`config.mk`:
```
export PLATFORM = sky130hd
export DESIGN_NAME = inst_loader
export DESIGN_NICKNAME = d
export VERILOG_FILES = /design/src/rtl/inst_loader.sv
export SDC_FILE = /design/constraint.sdc
export NUM_CORES = 1
export LEC_CHECK = 0
export CORE_UTILIZATION = 55
export CTS_BUF_LIST = sky130_fd_sc_hd__clkbuf_8
export CTS_CLUSTER_DIAMETER = 40
export CTS_CLUSTER_SIZE = 30
export DETAILED_ROUTE_END_ITERATION = 8
export PLACE_DENSITY = 0.79
export SLEW_MARGIN = 20
export SYNTH_ARGS = -nofsm -noshare
export SYNTH_HDL_FRONTEND = slang
export SYNTH_SLANG_ARGS = --single-unit
```
`constraint.sdc`:
```
create_clock -name clk -period 2.5 [get_ports clk]
set_input_delay 0.5 -clock clk [delete_from_list [all_inputs] [get_ports clk]]
set_output_delay 0.5 -clock clk [all_outputs]
set_load 0.02 [all_outputs]
```
`src/rtl/inst_loader.sv`:
```
// inst_loader: boot loader turning a SYNC/CNT/data byte stream into 32-bit instruction memory writes
//   clk, rstn            clock, asynchronous active-low reset
//   in_data/valid/ready  byte stream handshake from the host link
//   mem_we/addr/wdata    instruction memory write port, one strobe per assembled word
//   core_hold            stalls fetch while a load is in progress
//   load_done, load_err  completion pulse, sticky bad-count flag
module inst_loader #(
    parameter int         DEPTH = 128,
    parameter logic [7:0] SYNC  = 8'hA5
) (
    input  logic        clk,
    input  logic        rstn,
    input  logic [7:0]  in_data,
    input  logic        in_valid,
    output logic        in_ready,
    output logic        mem_we,
    output logic [31:0] mem_addr,
    output logic [31:0] mem_wdata,
    output logic        core_hold,
    output logic        load_done,
    output logic        load_err
);
    localparam int IW = $clog2(DEPTH) + 1;
    typedef enum logic [2:0] {IDLE, CNT0, CNT1, DATA, WRITE, DONE, ERR} state_t;
    state_t        state;
    logic [15:0]   cnt;
    logic [IW-1:0] idx;
    logic [1:0]    bidx;
    logic [23:0]   word;
    logic          fire;
    logic [15:0]   cnt_full;
    logic [15:0]   idx_next;
    assign fire     = in_valid & in_ready;
    assign cnt_full = {in_data, cnt[7:0]};
    assign idx_next = 16'(idx) + 16'd1;
    // Outputs are set on the transition into the state they belong to, so they
    // are registered yet line up with the state they describe.
    always_ff @(posedge clk or negedge rstn) begin
        if (!rstn) begin
            state     <= IDLE;
            cnt       <= '0;
            idx       <= '0;
            bidx      <= '0;
            word      <= '0;
            in_ready  <= 1'b0;
            mem_we    <= 1'b0;
            mem_addr  <= '0;
            mem_wdata <= '0;
            core_hold <= 1'b0;
            load_done <= 1'b0;
            load_err  <= 1'b0;
        end else begin
            mem_we    <= 1'b0;
            load_done <= 1'b0;
            case (state)
                IDLE: begin
                    in_ready <= 1'b1;
                    if (fire && in_data == SYNC) begin
                        load_err  <= 1'b0;
                        core_hold <= 1'b1;
                        state     <= CNT0;
                    end
                end
                CNT0: if (fire) begin
                    cnt[7:0] <= in_data;
                    state    <= CNT1;
                end
                CNT1: if (fire) begin
                    cnt[15:8] <= in_data;
                    if (cnt_full == 16'd0) begin
                        in_ready  <= 1'b0;
                        core_hold <= 1'b0;
                        load_done <= 1'b1;
                        state     <= DONE;
                    end else if (cnt_full > 16'(DEPTH)) begin
                        in_ready  <= 1'b0;
                        core_hold <= 1'b0;
                        load_err  <= 1'b1;
                        state     <= ERR;
                    end else begin
                        idx   <= '0;
                        bidx  <= '0;
                        state <= DATA;
                    end
                end
                DATA: if (fire) begin
                    // little-endian: bytes shift in from the top, first byte ends lowest
                    word <= {in_data, word[23:8]};
                    bidx <= bidx + 2'd1;
                    if (bidx == 2'd3) begin
                        in_ready  <= 1'b0;
                        mem_we    <= 1'b1;
                        mem_addr  <= 32'({idx, 2'b00});
                        mem_wdata <= {in_data, word};
                        state     <= WRITE;
                    end
                end
                WRITE: begin
                    idx <= idx + 1'b1;
                    if (idx_next == cnt) begin
                        core_hold <= 1'b0;
                        load_done <= 1'b1;
                        state     <= DONE;
                    end else begin
                        bidx     <= '0;
                        in_ready <= 1'b1;
                        state    <= DATA;
                    end
                end
                DONE, ERR: begin
                    in_ready <= 1'b1;
                    state    <= IDLE;
                end
                default: state <= IDLE;
            endcase
        end
    end
endmodule

```
# Word-level counts from Yosys, hierarchy flattened
# Cells that the tools add are included.
# totals
word_cells,98
output_inout_bits,69
regBits,98
in_bits,11
# classes
add_sub_neg,3
bitwise_logic,1
muxes,41
n_reduce_logical,19
eq_ne,20
order_cmp,1
# op_table
operator,count
$mux W3,8
$mux W8,3
$ne A2 B2 Y1 const B,10
$mux W1,18
$eq A9 B16 Y1,1
$gt A16 B8 Y1 const B,1
$logic_not A16 Y1,1
$pmux W8 S2,1
$pmux W3 S5,1
$reduce_and A5 Y1,3
$reduce_and A6 Y1,2
$mux W2,5
$add A8 B1 Y9 const B,1
$eq A3 B3 Y1 const B,3
$add A8 B1 Y8 const B,1
$eq A8 B8 Y1 const B,1
$eq A3 B2 Y1 const B,2
$pmux W2 S3,1
$reduce_and A2 Y1,3
$reduce_bool A3 Y1,2
$pmux W1 S2,2
$pmux W1 S4,1
$reduce_and A4 Y1,1
$reduce_bool A2 Y1,2
11 further kinds,11

# Depth between registers and ports, before layout
# depth
depth_word,5
ltp_mapped,8
mapped_depth_nobuf,7

# Least setup slack after synthesis
# Ideal clock, no wire load.
# synth_timing
path_type,reg2reg
startpoint,reg in_ready
endpoint,reg mem_wdata[24]
path_stages_with_launch,7
slack_ns,0.562
t_arrival_ns,1.814
required_ns,2.375
period_less_slack_ns,1.938
cell_sequence,dfrtp_1 > nand3_1 > nor3_2 > nand2_1 > inv_2 > buf_2 > mux2_2
# synth_via
elab_chain_len,2
# synth_rtl
item,line_no,source
from (decl),15,"output logic in_ready,"
from (signal assigned),45,in_ready <= 1'b0;
from (signal assigned),57,in_ready <= 1'b1;
from (signal assigned),71,in_ready <= 1'b0;
$and A1 B1 Y1,33,assign fire = in_valid & in_ready;
$reduce_and A3 Y1 (no source line),-,
to (signal assigned),94,"mem_wdata <= {in_data, word};"
to (decl),18,"output logic [31:0] mem_wdata,"
# Every way passes these cells.
# A chain may end at the register's enable or synchronous reset.

# Final worst setup path
# layout_timing
startpoint,in in_data[6]
endpoint,reg idx[6]
# layout_via
elab_chain_len,3
elab_cells_between_ends,5
cone_classes,order compare (1); eq/ne (2); reduce/logical (2)
# layout_rtl
item,line_no,source
from (decl),13,"input logic [7:0] in_data,"
$gt A16 B8 Y1 / $logic_not A16 Y1 (equally long branches),"75, 70",
$ne A2 B2 Y1 (no source line),-,
$reduce_and A4 Y1 (no source line) (*),-,
to (signal assigned),99,idx <= idx + 1'b1;
to (decl),27,logic [IW-1:0] idx;
# Mark *: on every way between the ends. The rest lies on a longest branch, timed or not.

==> results.toml <==
[floorplanning]
die_y_um = 93.2
dieArea_um2 = 8690
die_x_um = 93.2
initial_core_util_pct = 58.0
ios = 80
rows = 32
coreArea_um2 = 7890

[pwr]
powerDensity_nw_per_um2 = 513
vdd_drop_max_v = 0.000322
power_w = 0.00280
leakage_nw = 2.67

[placed_design]
port_buffers = 55
place_ws_ps = -245
routabilityCongestion = 0.867
dp_hpwl_um = 6560

[route]
drt_first_pass_iters = 4
wl_met1_um = 4290
wl_met2_um = 4320
drt-initial-drc-count = 162
vias = 3225
top_layer = "met4"
detail-route-antenna-nets = 0
vias_per_cell = 5.53
drt-total-wl_um = 9420
route.met3.wl_um = 592
post_drt_wl_per_cell_um = 16.2
drc = 0

[timing]
finClkSkew_ps = 11.5
finalHoldViolCount = 0
setup_slack_ps = 128
finalCritPeriodShare_pct = 94.9
final_max_slew_viol_count = 0
tightest_slew_ps = 575
fmax_ghz = 0.422
setup_viol = 0
timing.slew.headroom_pct = 61.6
period_needed_ps = 2370
rsz0062_at_grt = "no"

[global_route]
grt_max_degree = 57
grt_pass1_wl_um = 15800
first_global_vias = 3139
antenna_found_initial = 0
grt_usage_pct = 24.0
grt_overflow = 0

[outcome]
status = "completed"

[synth]
synth-xor-area-share_pct = 2.60
synth.mux.area_fraction_pct = 13.8
yosys.area.top_type = "dfrtp_1"
synthTopCellsByArea = "dfrtp_1 54%, mux2_2 14%, nand2_1 7.1%"
synthSimpleGateAreaFrac_pct = 15.2
ys_dominant_reg_cell = "dfrtp_1"
synth.ff_latch_count = 98
synthArstFlopShare_pct = 100
synth_top_family_by_area = "simple AND/OR/NAND/NOR gates"
synthCells = 410
synthAdderAreaFrac_pct = 0.547
synth_edf_count = 0
synth_area_um2 = 4570
ys_warn_count = 0
syn_avg_cell_area_um2 = 11.2
netlist.area_leader.share_pct = 53.6
ys_seq_area_share_pct = 53.6
synthDistinctLibCells = 58
synth_compound_area_share_pct = 7.66

[final_layout]
multi_input_area_um2 = 1910
n_fill_cell = 600
seq_area_um2 = 2450
fin_nets = 489
syn_to_final_growth_pct = 19.2
layout-drive-gt1-share_pct = 23.1
antenna_cells = 0

[setup_path]
rr_endpoint = "state[1]$_DFFE_PN0P_"
critPathCaptureType = "flip-flop"
r2r-start = "idx[0]$_DFFE_PN0P_"
r2r_slack_ps = 240
cp_data_required_time_ps = 2770
path_max_fanout = 5
crit_type = "in -> reg"
cp_slowest_cell = "nor4_1"
arrival_ps = 2640
critPathTopFamily = "simple AND/OR/NAND/NOR gates"
cp_num_buf_inv = 1
critPathMostFrequentCell = "nand2_1"
start_kind = "input pin"
cp_cell_sequence = "clkdlybuf4s50_1 > nor4_1 > nand2_1 > nor4_2 > nand2_1 > a21o_1 > a211o_1"
rr_worst_depth = 6
cpPeakStageDelay_ps = 520

[clock_tree]
clk_latency_ps = 380
clk_pin_slew_ps = 110
htree_levels = 3
cts_tree = "yes"
clkSinkCount = 98
cts_buffers = 9
ctsResizeCount = 0
clk_root_buffer_cell = "clkbuf_8"
hold_buffers = 0
clockBufferDepth = 2
cts_setup_buffers = 0

[run]
maxCapViolations = 0

[min_path]
hp-class = "in -> async"
==> report_power, final <==
part	total [W]	switching [W]	internal (W)
registers	0.00158	0	0.00158
logic	0.000104	0.0000779	0.0000259
clock network	0.00111	0.000617	0.000492
total	0.00280	0.000694	0.00210
==> through the flow <==
stage	hold slack (ps)	setup TNS, ps	std cells	cell area (µm²)	util (%)
after floorplan	204	0	433	4660	-
after global placement	456	-480	567	5230	66.3
after detailed placement	458	-1690	567	5230	66.3
after CTS	130	0	583	5450	69.1
after global routing	155	0	583	5450	69.1
final	107	0	583	5450	69.1
==> Yosys cell counts (8+ instances only) <==
cell / n
xor2_1: 8
a21oi_1: 12
clkbuf_1: 10
mux2_2: 56
dfrtp_1: 98
buf_2: 8
o21ai_0: 11
nand2_1: 86
nor2_1: 10
buf_4: 25
==> sequential cells by signal, summed over array words and instances, names as in the netlist <==
signal and count:
mem_wdata 32, word 24, cnt 16, idx 8, mem_addr 8, state 3
bidx 2, core_hold 1, in_ready 1, load_done 1, load_err 1, mem_we 1
==> per-layer routing <==
metal,vias up,global-route usage [%]
met1,1574,33.4
met2,128,37.1
met5,-,0
li1,1504,-
met3,19,3.74
met4,0,11.0
==> worst reg2reg max path: cells and delay by family (launching register included) <==
kind | cells | cell delay [ps]
compound gates | 3 | 620
flops | 1 | 530
simple gates | 3 | 980
==> cell type report <==
class | count | share of cell area [%]
Sequential cell | 98 | 45.0
Clock inverter | 7 | 1.74
Inverter | 5 | 0.344
Timing Repair Buffer | 77 | 13.3
Multi-Input combinational cell | 285 | 35.0
Clock buffer | 9 | 2.27
Tap cell | 102 | 2.34
==> layout by cell type, fill, tap and decap left out, types with 5 or more instances in the layout <==
cell / count
a21oi_1: 12
buf_4: 22
clkbuf_8: 9
clkdlybuf4s50_1: 54
conb_1: 24
dfrtp_1: 98
mux2_2: 56
nand2_1: 86
nand4_1: 5
nor2_1: 10
nor3_1: 5
nor4_1: 5
o21ai_0: 11
xor2_1: 8
==> how the worst max path moves through the flow <==
stage | start | to | slack (ps) | depth (start not counted)
final | in_data[6] | idx[6]$_DFFE_PN0P_ | 130 | 7
after global routing | in_data[6] | idx[6]$_DFFE_PN0P_ | 30 | 7
after CTS | in_data[6] | idx[6]$_DFFE_PN0P_ | 150 | 7
after detailed placement | in_data[6] | idx[6]$_DFFE_PN0P_ | -240 | 7
after global placement | in_data[6] | idx[6]$_DFFE_PN0P_ | -150 | 7
after floorplan | in_ready$_DFFE_PN0P_ | mem_wdata[24]$_DFFE_PN0P_ | 560 | 6
==> cell families (layout without fill, tap and decap cells) <==
| family | count (synthesis) | count (layout) |
|---|---|---|
| simple gates | 142 | 142 |
| flops | 98 | 98 |
| mux | 56 | 56 |
| buf+inv | 50 | 98 |
| compound gates | 49 | 49 |
| xor+xnor | 12 | 12 |
| fa+ha+maj | 2 | 2 |
| other cells | 1 | 24 |
Power figures use the tool's default switching activity.
